[src/rtl/mdu_sequencer.sv]
// Iterative multiply/divide sequencer for the EX stage: 32-cycle shift-add
// multiply and restoring divide, with HI/LO result registers and stall control.
module mdu_sequencer #(
  parameter int ITER = 32
) (
  input  logic        clk,
  input  logic        rst,
  input  logic        start,
  input  logic [1:0]  op,
  input  logic [31:0] a,
  input  logic [31:0] b,
  input  logic        flushE,
  input  logic        mf_req,
  input  logic        mf_sel,
  output logic        busy,
  output logic        stall,
  output logic        done,
  output logic        div_by_zero,
  output logic [31:0] hi,
  output logic [31:0] lo,
  output logic [31:0] mf_data
);

  localparam int CW = $clog2(ITER);

  typedef enum logic [1:0] {IDLE, MUL, DIV, FIN} state_t;

  state_t          state, state_d;
  logic            done_d, dbz_d;
  logic [CW-1:0]   cnt;
  logic [31:0]     acc_hi, acc_lo, opb;
  logic            is_div, dbz_q, neg_res, neg_rem;
  logic            accept, signed_op, b_zero;
  logic [31:0]     abs_a, abs_b;
  logic [32:0]     mul_sum, div_shift, div_diff;
  logic [63:0]     prod, prod_fix;
  logic [31:0]     quo_fix, rem_fix;

  assign accept    = (state == IDLE) && start && !flushE;
  assign signed_op = op[0];
  assign b_zero    = (b == '0);
  assign abs_a     = (signed_op && a[31]) ? -a : a;
  assign abs_b     = (signed_op && b[31]) ? -b : b;

  assign busy    = (state != IDLE);
  assign stall   = busy && (start || mf_req);
  assign mf_data = mf_sel ? hi : lo;

  // Multiply keeps the running product in {acc_hi, acc_lo} with the multiplier
  // consumed from the low end; divide shifts the dividend out of acc_lo into acc_hi.
  assign mul_sum   = {1'b0, acc_hi} + (acc_lo[0] ? {1'b0, opb} : 33'd0);
  assign div_shift = {acc_hi, acc_lo[31]};
  assign div_diff  = div_shift - {1'b0, opb};

  assign prod     = {acc_hi, acc_lo};
  assign prod_fix = neg_res ? -prod : prod;
  assign quo_fix  = neg_res ? -acc_lo : acc_lo;
  assign rem_fix  = neg_rem ? -acc_hi : acc_hi;

  always_comb begin
    state_d = state;
    done_d  = 1'b0;
    dbz_d   = 1'b0;
    case (state)
      IDLE: begin
        if (accept) begin
          if (op[1] && b_zero) state_d = FIN;
          else if (op[1])      state_d = DIV;
          else                 state_d = MUL;
        end
      end
      MUL, DIV: begin
        if (cnt == CW'(ITER - 1)) state_d = FIN;
      end
      FIN: begin
        state_d = IDLE;
        done_d  = 1'b1;
        dbz_d   = dbz_q;
      end
      default: state_d = IDLE;
    endcase
  end

  always_ff @(posedge clk) begin
    if (rst) begin
      state       <= IDLE;
      done        <= 1'b0;
      div_by_zero <= 1'b0;
    end else begin
      state       <= state_d;
      done        <= done_d;
      div_by_zero <= dbz_d;
    end
  end

  always_ff @(posedge clk) begin
    if (rst) begin
      hi <= '0;
      lo <= '0;
    end else begin
      case (state)
        IDLE: begin
          cnt <= '0;
          if (accept) begin
            is_div  <= op[1];
            dbz_q   <= op[1] && b_zero;
            neg_res <= signed_op && (a[31] ^ b[31]);
            neg_rem <= signed_op && op[1] && a[31];
            opb     <= abs_b;
            if (op[1]) begin
              acc_hi <= '0;
              acc_lo <= abs_a;
            end else begin
              acc_hi <= '0;
              acc_lo <= abs_b;
              opb    <= abs_a;
            end
          end
        end
        MUL: begin
          cnt    <= cnt + 1'b1;
          acc_hi <= mul_sum[32:1];
          acc_lo <= {mul_sum[0], acc_lo[31:1]};
        end
        DIV: begin
          cnt <= cnt + 1'b1;
          if (!div_diff[32]) begin
            acc_hi <= div_diff[31:0];
            acc_lo <= {acc_lo[30:0], 1'b1};
          end else begin
            acc_hi <= div_shift[31:0];
            acc_lo <= {acc_lo[30:0], 1'b0};
          end
        end
        FIN: begin
          if (!dbz_q) begin
            if (is_div) begin
              hi <= rem_fix;
              lo <= quo_fix;
            end else begin
              hi <= prod_fix[63:32];
              lo <= prod_fix[31:0];
            end
          end
        end
        default: ;
      endcase
    end
  end

endmodule

[config.mk]
export PLATFORM = sky130hd
export DESIGN_NAME = mdu_sequencer
export DESIGN_NICKNAME = d
export VERILOG_FILES = /design/src/rtl/mdu_sequencer.sv
export SDC_FILE = /design/constraint.sdc
export NUM_CORES = 1
export LEC_CHECK = 0
export BUFFER_PORTS_ARGS = -buffer_cell sky130_fd_sc_hd__buf_4
export CORE_MARGIN = 3
export CORE_UTILIZATION = 50
export DETAILED_ROUTE_END_ITERATION = 12
export MAX_ROUTING_LAYER = met4
export PLACE_DENSITY = 0.79
export SLEW_MARGIN = 20
export SYNTH_ARGS = -nofsm -noshare
export SYNTH_HDL_FRONTEND = slang
export SYNTH_SLANG_ARGS = --single-unit
[constraint.sdc]
create_clock -name clk -period 7.6 [get_ports clk]
set_input_delay 1.14 -clock clk [delete_from_list [all_inputs] [get_ports clk]]
set_output_delay 1.14 -clock clk [all_outputs]
set_load 0.05 [all_outputs]
### Word level (Yosys, flattened, before mapping)

Index checks and enable logic that the tools add are counted.

* register bits after elaboration: 173
* input bits: 72
* output and inout port bits: 100
* logic and storage cells: 78

* add/sub/neg operators: 8
* equal/unequal tests: 6
* mux-type cells: 24
* bitwise logic cells: 4
* reductions and logical operators: 23

Operator list (count)
* $mux W32: 13
* $pmux W32 S3: 2
* $neg A32 Y32: 4
* $mux W64: 1
* $neg A64 Y64: 1
* $add A32 B32 Y33: 1
* $sub A33 B32 Y33: 1
* $logic_not A32 Y1: 1
* $pmux W5 S2: 1
* $logic_and A1 B1 Y1: 9
* $mux W2: 4
* $pmux W2 S3: 1
* $reduce_and A2 Y1: 3
* $reduce_and A3 Y1: 2
* $add A5 B1 Y5 const B: 1
* $eq A5 B5 Y1 const B: 1
* $eq A2 B2 Y1 const B: 2
* $reduce_bool A2 Y1: 2
* $reduce_or A2 Y1: 2
* $not A1 Y1: 3
* $reduce_bool A3 Y1: 1
* $eq A2 B1 Y1 const B: 1
* $logic_not A2 Y1: 1
* $mux W1: 2
* 5 further kinds: 5

### Depth between registers and ports, before layout

Gate-level depths: netlist of run 1.

* depth in word-level cells: 5
* mapped depth: 15
* gate-level depth less buffers: 12

### Worst setup path before layout of run 1

OpenSTA, ideal clock, no wires.

* kind: input -> register
* from: in rst
* to: reg acc_hi[0] (enable)
* setup time: 0.565 ns
* arrival time: 5.916 ns
* data required time: 7.035 ns
* setup slack: 1.119 ns
* stages: 3
* buffers on the path: 2
* cells stage by stage: clkbuf_1 -> clkbuf_1 -> nor3_1

* word-level cells in the longest chain between the ends: 2

Ends and longest elaborated chain
* from (decl): RTL line 7 `input logic rst,`
* $not A1 Y1 (no line)
* $reduce_and A3 Y1 (no line)
* to (signal assigned): RTL line 122 `acc_hi <= mul_sum[32:1];`
* to (signal assigned): RTL line 128 `acc_hi <= div_diff[31:0];`
* to (signal assigned): RTL line 131 `acc_hi <= div_shift[31:0];`
* to (decl): RTL line 31 `logic [31:0] acc_hi, acc_lo, opb;`

No other way between the ends.
A chain may end at the register's enable or synchronous reset.

### Final worst setup path of run 1

* from: reg acc_lo[0]
* to: reg acc_hi[28], data pin

* word-level cells in the longest chain between the ends: 3

Ends and longest elaborated chain
* from (decl): RTL line 31
* from (signal assigned): RTL line 112 `acc_lo <= abs_a;`
* from (signal assigned): RTL line 115 `acc_lo <= abs_b;`
* from (signal assigned): RTL line 123 `acc_lo <= {mul_sum[0], acc_lo[31:1]};`
* $mux W32: RTL line 51 `assign mul_sum = {1'b0, acc_hi} + (acc_lo[0] ? {1'b0, opb} : 33'd0);`
* $add A32 B32 Y33: RTL line 51
* $pmux W32 S3: RTL line 101 `case (state)`

No other way between the ends.

==> flow_summary_export.csv, run 1 <==
group,metric,value,unit
route,drc,0,
global_route,grt_start_max_net_pins,101,
pwr,peakVddDrop,517,µV
synth,ys_warn_count,0,
clock_network,cts_root_buf,"clkbuf_16",
global_route,grt.total_usage,30.6,%
clock_network,cts_buffers,17,
pwr,intPower,0.00254,W
route,viasPerCell,6.39,
route,drtPass1Iterations,5,
clock_network,cts.sinks,173,
synth,synth_common_cells,"186 x nor2_1, 144 x a21oi_1, 121 x nand2_1",
synth,ys_ff_latch,173,
timing,worst_pin_slew,0.971,ns
clock_network,cts_setup_buffers,0,
synth,synth-main-ff-cell,"edfxtp_1",
layout,stdcell_count,2218,
clock_network,clock_path_buffers,2,
clock_network,cts_tree,"built",
placed_design,dp_cells,2185,
route,dr.first_iter.drc_count,1904,
flow_run,drv_cap,0,
status,status,"complete, no violations",
worst_setup_path,timing.rr.start,"acc_lo[0]",
global_route,antenna_found_initial,1,
placed_design,dp_hpwl,36.6,mm
min_path,worstHoldPathCells,2,
pwr,switching_power,0.00217,W
timing,min_period,4.09,ns
synth,synth.distinct_cells,71,
synth,yosysSeqAreaShare,30.9,%
min_path,hp-class,"flip-flop to flip-flop",
floorplanning,start_util,51.7,%
clock_network,clk_pin_slew_worst_paths,0.08,ns
layout,n_fill_cell,2527,
timing,slew_headroom,35.2,%
synth,async_flop_share,0,%
worst_setup_path,cp-start-kind,"flip-flop",
worst_setup_path,required,7.77,ns
layout,nets,1976,
pwr,p_leak,6.58,nW
timing,holdWs,0.481,ns
synth,synthCells,1724,
worst_setup_path,critPathSlowestCell,"edfxtp_1",
floorplanning,fp.coreArea,0.0282,mm²
worst_setup_path,crit_chain,"inv_1, buf_4, nor2_1, ha_1, a21oi_1, nand2_1, nor3b_1, o31ai_1, a21oi_1, nor2_1, o31ai_1, mux2i_1, o211ai_1",
route,routed_wl,47.6,mm
synth,yosysTopAreaCell,"edfxtp_1",
layout,multi_input_area,0.00948,mm²
timing,fin_setup_tns,0,ns
route,avgRoutedWirePerCell,21.4,µm
global_route,grt_pass1_vias,13000,
worst_setup_path,reg2reg_slack,3.51,ns
timing,rsz0062_at_grt,"no",
floorplanning,rows,61,
worst_setup_path,r2r_cells,13,
synth,synth.most_common_cell,"nor2_1",
worst_setup_path,cp-startpoint,"acc_lo[0]",
worst_setup_path,r2r-end,"acc_hi[28]",
clock_network,cts_hold_buf,0,
worst_setup_path,end_kind,"flip-flop",
global_route,grt_pass1_wl,73.4,mm
global_route,overflow,0,
pwr,p_comb_share,48.3,%
layout,drive_above_1_share,16.0,%
layout,final_cell_area,0.0167,mm²
route,vias,14200,
min_path,min_to,"hi[12]",
floorplanning,die_h,177,µm
timing,finalClockSkew,0.0207,ns
timing,finalMaxSlewViolations,0,
floorplanning,die_area,0.0313,mm²
clock_network,cts-htree-levels,4,
clock_network,worstSkewPairLatency,0.45,ns
pwr,power-per-cell-area,281,mW/mm²
clock_network,cts_resized,0,
synth,syn-num-nets,1874,
synth,synth.area.top_cells,"edfxtp_1 22%, dfxtp_1 9.3%, ha_1 6.5%, xnor2_1 5.4%, xor2_1 5.0%",
worst_setup_path,max_stage_delay,0.53,ns
min_path,hp-start,"hi[12]",
synth,synth_top_area_share,21.6,%
floorplanning,io_pins,172,
timing,setup_violations,0,
worst_setup_path,path_max_fanout,31,
placed_design,port_buffers,171,
pwr,power_frac_seq,31.7,%
floorplanning,fp.dieW,177,µm
worst_setup_path,crit_type,"flip-flop to flip-flop",
placed_design,dpl_cell_area,0.0161,mm²
timing,timing.fmax,245,MHz
pwr,switching_share,46.1,%
route,antenna_left,0,
pwr,finalPower,0.00471,W
synth,avgSynthCellArea,8.47,µm²
worst_setup_path,crit_arrival,4.25,ns
synth,synth_edf_count,105,
layout,area_delta_synth_final,14.7,%
timing,finalCritPeriodShare,53.8,%
placed_design,finalWeightedCongestion,1.06,
timing,hold_viol_final,0,
synth,syn_area,0.0146,mm²
layout,final-seq-area,0.00451,mm²
pwr,power_frac_clock,20.0,%
## registers in the layout, indices dropped and copies added (netlist names)
signal,cells
neg_rem,1
state,2
div_by_zero,1
is_div,1
cnt,5
neg_res,1
lo,32
opb,32
acc_lo,32
hi,32
dbz_q,1
done,1
acc_hi,32
## critical path: cells and delay by family (launching register included)
kind / cells / cell delay [ns]
muxes: 1 / 0.28
adders and majority gates: 1 / 0.37
and+or+nand+nor: 4 / 0.63
AOI/OAI and AO/OA: 5 / 1.48
buffers and inverters: 2 / 0.50
DFF: 1 / 0.53
## power by group through the flow
stage                     Sequential (W)  Combinational, W  Clock [W]
after global routing             0.00151           0.00247   0.000985
after CTS                        0.00148           0.00223   0.000947
after floorplan                  0.00144           0.00162          0
after global placement           0.00150           0.00218          0
after detailed placement         0.00150           0.00221          0
final                            0.00149           0.00227   0.000942
## layout make-up
class | count | area share (%)
antenna | 1 | 0.0149
clock buffer | 17 | 2.54
clock inverter | 15 | 1.30
inverter | 63 | 1.41
multi-input combinational | 1385 | 56.6
sequential | 173 | 27.0
tap | 378 | 2.82
timing repair buffer | 186 | 8.34
## how the worst max path moves through the flow
stage / to / slack (ns) / cells past startpoint
floorplan: acc_hi[0] / 1.12 / 3
global placement: acc_lo[27] / 3.54 / 10
detailed placement: acc_lo[27] / 3.53 / 10
CTS: acc_hi[26] / 3.65 / 12
global route: acc_hi[28] / 3.29 / 13
finish: acc_hi[28] / 3.51 / 13
## cell usage in the layout (no fill, tap or decap), types with 68 or more instances in the layout
| cell | netlist | final |
|---|---|---|
| dfxtp_1 | 68 | 68 |
| buf_4 | 0 | 186 |
| xnor2_1 | 90 | 90 |
| o21ai_0 | 78 | 78 |
| nand2_1 | 121 | 121 |
| ha_1 | 76 | 76 |
| a21oi_1 | 144 | 144 |
| xor2_1 | 84 | 84 |
| edfxtp_1 | 105 | 105 |
| nor2_1 | 186 | 186 |
## layer usage
| metal | share of wire, % | up-vias | GRT usage, % | routed length, µm |
|---|---|---|---|---|
| met2 | 46 | 789 | 47.1 | 21800 |
| met5 | 0 | - | - | 0 |
| met1 | 43 | 6705 | 42.3 | 20300 |
| met4 | 2.8 | 0 | 9.20 | 1330 |
| met3 | 8.6 | 68 | 3.80 | 4100 |
| li1 | - | 6610 | - | - |
## cell families after synthesis
family | after synthesis | synth area share [%]
AND/OR/NAND/NOR | 531 | 17.7
AO/OA/AOI/OAI | 495 | 22.1
XOR/XNOR | 174 | 10.4
flip-flops | 173 | 30.9
buffers and inverters | 166 | 4.28
multiplexers | 107 | 7.77
adder cells (fa/ha/maj) | 78 | 6.79
## per-stage QoR
stage	worst slack (ns)	utilization, %
2_1_floorplan	1.12	-
3_3_place_gp	3.54	57.0
3_5_place_dp	3.53	57.0
4_1_cts	3.65	59.3
5_1_grt	3.29	59.3
6_report	3.51	59.3
No activity file was read; power rests on OpenSTA's default activity.
==> inputs of run 2 (changes only) <==
--- a/config.mk
+++ b/config.mk
@@ -10,7 +10,7 @@
 export CORE_UTILIZATION = 50
 export DETAILED_ROUTE_END_ITERATION = 12
 export MAX_ROUTING_LAYER = met4
-export PLACE_DENSITY = 0.79
+export PLACE_DENSITY = 0.82
 export SLEW_MARGIN = 20
 export SYNTH_ARGS = -nofsm -noshare
 export SYNTH_HDL_FRONTEND = slang
==> constraint.sdc (replaced) <==
create_clock -name clk -period 3.65 [get_ports clk]
set_input_delay 0.5475 -clock clk [delete_from_list [all_inputs] [get_ports clk]]
set_output_delay 0.5475 -clock clk [all_outputs]
set_load 0.05 [all_outputs]
==> run 2 against run 1 <==
  * Maximum frequency grew 15%
  * Hold slack worse by 0.0035 ns
  * Utilization is 2.0 points higher
  * Register-to-register slack worse by 3.4 ns
  * Cell count grew 2.7%
  * Sequential cell count is the same
  * Die area is the same
  * Global-route usage grew 1.5 points
  * Largest cell class unchanged
==> flow_summary_export.csv, run 2 (synthesized netlist as in run 1, its figures left out) <==
group,metric,value,unit
route,vias,14600,
worst_setup_path,critPathSlowestCell,"or4_4",
worst_setup_path,end_kind,"flip-flop",
timing,slew_headroom,40.2,%
worst_setup_path,path_depth,9,
timing,finalCritPeriodShare,96.9,%
layout,final_common_cell,"buf_4",
timing,timing.fmax,283,MHz
layout,final_cell_area,0.0173,mm²
timing,min_period,3.54,ns
route,routed_wl,49.5,mm
route,antenna_left,0,
layout,layout_common_cells,"242 x buf_4, 186 x nor2_1, 143 x a21oi_1",
timing,setup_violations,0,
route,dr.first_iter.drc_count,2220,
clock_network,worstSkewPairLatency,0.45,ns
layout,n_fill_cell,2436,
clock_network,cts_hold_buf,0,
timing,fin_setup_tns,0,ns
global_route,grt.total_usage,32.0,%
placed_design,dpl_cell_area,0.0166,mm²
floorplanning,die_area,0.0313,mm²
route,drc,0,
layout,final-seq-area,0.00451,mm²
timing,hold_viol_final,0,
layout,nets,2037,
pwr,power-per-cell-area,590,mW/mm²
timing,finalClockSkew,0.0133,ns
worst_setup_path,max_stage_delay,0.56,ns
worst_setup_path,crit_buf_inv,0,
worst_setup_path,cp-start-kind,"flip-flop",
global_route,antenna_found_initial,0,
placed_design,dp_hpwl,38.2,mm
pwr,p_leak,6.91,nW
global_route,grt_pass1_vias,13800,
clock_network,cts-htree-levels,4,
worst_setup_path,crit_family,"simple AND/OR/NAND/NOR gates",
clock_network,cts_root_buf,"clkbuf_16",
min_path,hp-class,"flip-flop to flip-flop",
worst_setup_path,path_max_fanout,6,
placed_design,finalWeightedCongestion,0.997,
global_route,grt_pass1_wl,76.7,mm
global_route,overflow,0,
global_route,grt_start_max_net_pins,71,
route,viasPerCell,6.42,
clock_network,clock_path_buffers,2,
layout,multi_input_area,0.00952,mm²
route,drtPass1Iterations,6,
floorplanning,die_h,177,µm
floorplanning,fp.dieW,177,µm
worst_setup_path,crit_chain,"or3_1, or4_4, or3_4, o31a_1, a21oi_2, o22ai_2, o41ai_1, xor2_1, a211oi_1",
worst_setup_path,required,4.02,ns
timing,worst_pin_slew,0.895,ns
layout,area_delta_synth_final,18.6,%
clock_network,clk_pin_slew_worst_paths,0.08,ns
placed_design,port_buffers,171,
worst_setup_path,crit_arrival,3.91,ns
pwr,finalPower,0.0102,W
clock_network,cts.sinks,173,
floorplanning,start_util,51.7,%
layout,drive_above_1_share,19.1,%
timing,finalMaxSlewViolations,0,
floorplanning,fp.coreArea,0.0282,mm²
clock_network,cts_tree,"built",
layout,n_antenna_cell,0,
route,avgRoutedWirePerCell,21.7,µm
pwr,peakVddDrop,843,µV
flow_run,drv_cap,0,
timing,rsz0062_at_grt,"no",
floorplanning,rows,61,
status,status,"complete, no violations",
worst_setup_path,r2r_cells,9,
worst_setup_path,crit_type,"flip-flop to flip-flop",
floorplanning,io_pins,172,
min_path,worstHoldPathCells,2,
clock_network,cts_buffers,17,
run 2: cell count changes in the layout (fill, tap and decap cells not counted), moves of 2 or more:
cell | before | now
nor3_1 | 28 | 26
buf_4 | 186 | 242
clkinv_8 | 6 | 8
buf_12 | 0 | 5
run 2: worst paths after layout:
kind	startpoint	slack, ns	end
hold / removal	hi[8]	0.48	hi[8]
setup reg to reg	acc_lo[1]	0.11	hi[27]
hold reg to reg	hi[8]	0.48	hi[8]
setup / recovery	acc_lo[1]	0.11	hi[27]
run 2: power breakdown:
part           switching [W]  internal, W
clock                0.00102     0.000963
combinational        0.00332      0.00200
sequential          0.000354      0.00256
run 2: worst register-to-register path: stages, from the launching register on:
cell and delay [ns]:
edfxtp_1 0.51, or3_1 0.48, or4_4 0.56, or3_4 0.41, o31a_1 0.31, a21oi_2 0.14
o22ai_2 0.16, o41ai_1 0.51, xor2_1 0.13, a211oi_1 0.24
run 2: metal layers:
| layer | vias up | share of wire (%) | GRT usage (%) |
|---|---|---|---|
| li1 | 6734 | - | - |
| met1 | 6901 | 42 | 43.3 |
| met2 | 861 | 45 | 48.2 |
| met3 | 130 | 9.5 | 4.83 |
| met4 | 0 | 4.2 | 13.4 |
| met5 | - | 0 | - |
run 2: through the flow:
stage	setup slack, ns	hold WS [ns]	instances	utilization [%]
floorplan	0.0312	0.464	1724	-
global placement	0.133	0.456	2246	58.9
global route	0.0115	0.494	2278	61.3
detailed placement	0.100	0.463	2246	58.9
finish	0.112	0.477	2278	61.3
CTS	0.0976	0.462	2278	61.2
run 2: area by class of cell:
cell class	instances	area share (%)
Multi-Input combinational cell	1385	55.0
Sequential cell	173	26.1
Timing Repair Buffer	247	11.1
Tap cell	378	2.73
Clock buffer	17	2.46
Inverter	63	1.37
Clock inverter	15	1.30
run 2: what timing repair did:
item	CTS	global route
setup buffers	0	0
setup endpoints to repair	0	6
resized for setup	0	7
==> inputs of run 3 (changes only) <==
--- a/config.mk
+++ b/config.mk
@@ -6,12 +6,12 @@
 export NUM_CORES = 1
 export LEC_CHECK = 0
 export BUFFER_PORTS_ARGS = -buffer_cell sky130_fd_sc_hd__buf_4
+export CORE_ASPECT_RATIO = 1.1
 export CORE_MARGIN = 3
 export CORE_UTILIZATION = 50
 export DETAILED_ROUTE_END_ITERATION = 12
 export MAX_ROUTING_LAYER = met4
 export PLACE_DENSITY = 0.82
-export SLEW_MARGIN = 20
 export SYNTH_ARGS = -nofsm -noshare
 export SYNTH_HDL_FRONTEND = slang
 export SYNTH_SLANG_ARGS = --single-unit
==> run 3 against run 2 <==
  * Combinational power hardly changed
  * Final area is 0.40% lower
  * Maximum frequency is 1.3% lower
  * Hold slack worse by 0.010 ns
  * Clock skew is 0.0040 ns higher
  * Register-to-register slack worse by 0.05 ns
  * Global-route usage is 1.4 points lower
  * Sequential cell count stayed put
  * Largest cell class unchanged
==> flow_summary_export.csv, run 3 (synthesized netlist as in run 1, its figures left out) <==
group,metric,value,unit
floorplanning,fp.coreArea,0.0283,mm²
placed_design,finalWeightedCongestion,1.02,
layout,drive_above_1_share,19.0,%
pwr,finalPower,0.0101,W
worst_setup_path,crit_chain,"ha_1, o211ai_1, a21oi_1, nor3_1, buf_4, nor4b_1, o211ai_1, nand2b_1, a31oi_1, xnor2_1, a221o_1",
clock_network,cts_resized,0,
flow_run,drv_cap,0,
layout,area_delta_synth_final,18.1,%
pwr,power-per-cell-area,583,mW/mm²
timing,timing.fmax,279,MHz
route,antenna_left,0,
clock_network,cts_tree,"built",
global_route,grt_start_max_net_pins,71,
timing,setup_ws,0.0648,ns
clock_network,cts_buffers,17,
placed_design,dpl_cell_area,0.0167,mm²
worst_setup_path,critPathSlowestCell,"nor4b_1",
route,dr.first_iter.drc_count,1667,
floorplanning,die_area,0.0313,mm²
clock_network,clk_pin_slew_worst_paths,0.07,ns
floorplanning,die_h,185,µm
layout,layout_common_cells,"250 x buf_4, 186 x nor2_1, 144 x a21oi_1",
layout,n_antenna_cell,0,
timing,worst_pin_slew,0.982,ns
route,routed_wl,48.2,mm
floorplanning,rows,64,
timing,finalCritPeriodShare,98.2,%
clock_network,cts_hold_buf,0,
worst_setup_path,path_max_fanout,4,
global_route,grt_pass1_vias,13400,
worst_setup_path,required,3.84,ns
worst_setup_path,crit_buf_inv,1,
worst_setup_path,crit_path_frequent_cell,"o211ai_1",
worst_setup_path,crit_arrival,3.78,ns
route,drc,0,
min_path,hp-class,"input port to flip-flop",
pwr,p_leak,6.90,nW
route,drtPass1Iterations,6,
pwr,peakVddDrop,758,µV
global_route,grt.total_usage,30.6,%
placed_design,dp_hpwl,37.6,mm
global_route,antenna_found_initial,0,
clock_network,cts.sinks,173,
clock_network,cts-htree-levels,4,
route,vias,14500,
floorplanning,fp.dieW,169,µm
placed_design,pre_cts_slack,0.154,ns
worst_setup_path,crit_type,"flip-flop to flip-flop",
clock_network,clock_path_buffers,2,
route,viasPerCell,6.38,
global_route,overflow,0,
timing,fin_setup_tns,0,ns
layout,final_common_cell,"buf_4",
status,status,"complete, no violations",
worst_setup_path,max_stage_delay,0.68,ns
timing,min_period,3.59,ns
layout,nets,2044,
worst_setup_path,end_kind,"flip-flop",
timing,finalMaxSlewViolations,0,
worst_setup_path,reg2reg_slack,0.06,ns
worst_setup_path,crit_family,"compound AO/OA/AOI/OAI gates",
floorplanning,start_util,51.6,%
timing,finalClockSkew,0.0174,ns
timing,hold_viol_final,0,
route,avgRoutedWirePerCell,21.2,µm
clock_network,worstSkewPairLatency,0.45,ns
clock_network,cts_root_buf,"clkbuf_16",
timing,holdWs,0.467,ns
global_route,grt_pass1_wl,74.1,mm
timing,setup_violations,0,
timing,rsz0062_at_grt,"no",
placed_design,port_buffers,171,
clock_network,cts_setup_buffers,0,
layout,final_cell_area,0.0172,mm²
floorplanning,io_pins,172,
worst_setup_path,cp-start-kind,"flip-flop",
timing,slew_headroom,34.5,%
run 3: through the flow:
stage | instances | utilization (%)
after floorplan | 1724 | -
after global placement | 2238 | 58.9
after detailed placement | 2238 | 58.9
after CTS | 2270 | 60.9
after global routing | 2270 | 61.0
final | 2270 | 61.0
run 3: worst paths after layout:
kind	from	to	depth (start not counted)
worst max-delay path	acc_hi[2]	acc_hi[31]	11
worst max register to register	acc_hi[2]	acc_hi[31]	11
worst min register to register	lo[27]	lo[27]	2
worst min-delay path	op[0]	neg_res	2
run 3: cell type report:
| class | count | area (µm²) |
|---|---|---|
| Fill cell | 2435 | 11000 |
| Sequential cell | 173 | 4510 |
| Clock inverter | 11 | 134 |
| Multi-Input combinational cell | 1385 | 9510 |
| Clock buffer | 21 | 440 |
| Tap cell | 363 | 454 |
| Inverter | 63 | 236 |
| Timing Repair Buffer | 254 | 1960 |
run 3: routing by layer:
layer  part of all wire (%)  up-vias  GRT usage, %
li1                       -     6746             -
met1                     41     6852          39.9
met2                     47      763          48.5
met3                    7.8      119          3.09
met4                    4.3        0          13.3
met5                      0        -             -
run 3: power by group:
| part | internal [W] | switching (W) |
|---|---|---|
| clock | 0.00102 | 0.000836 |
| combinational | 0.00203 | 0.00327 |
| sequential | 0.00256 | 0.000342 |
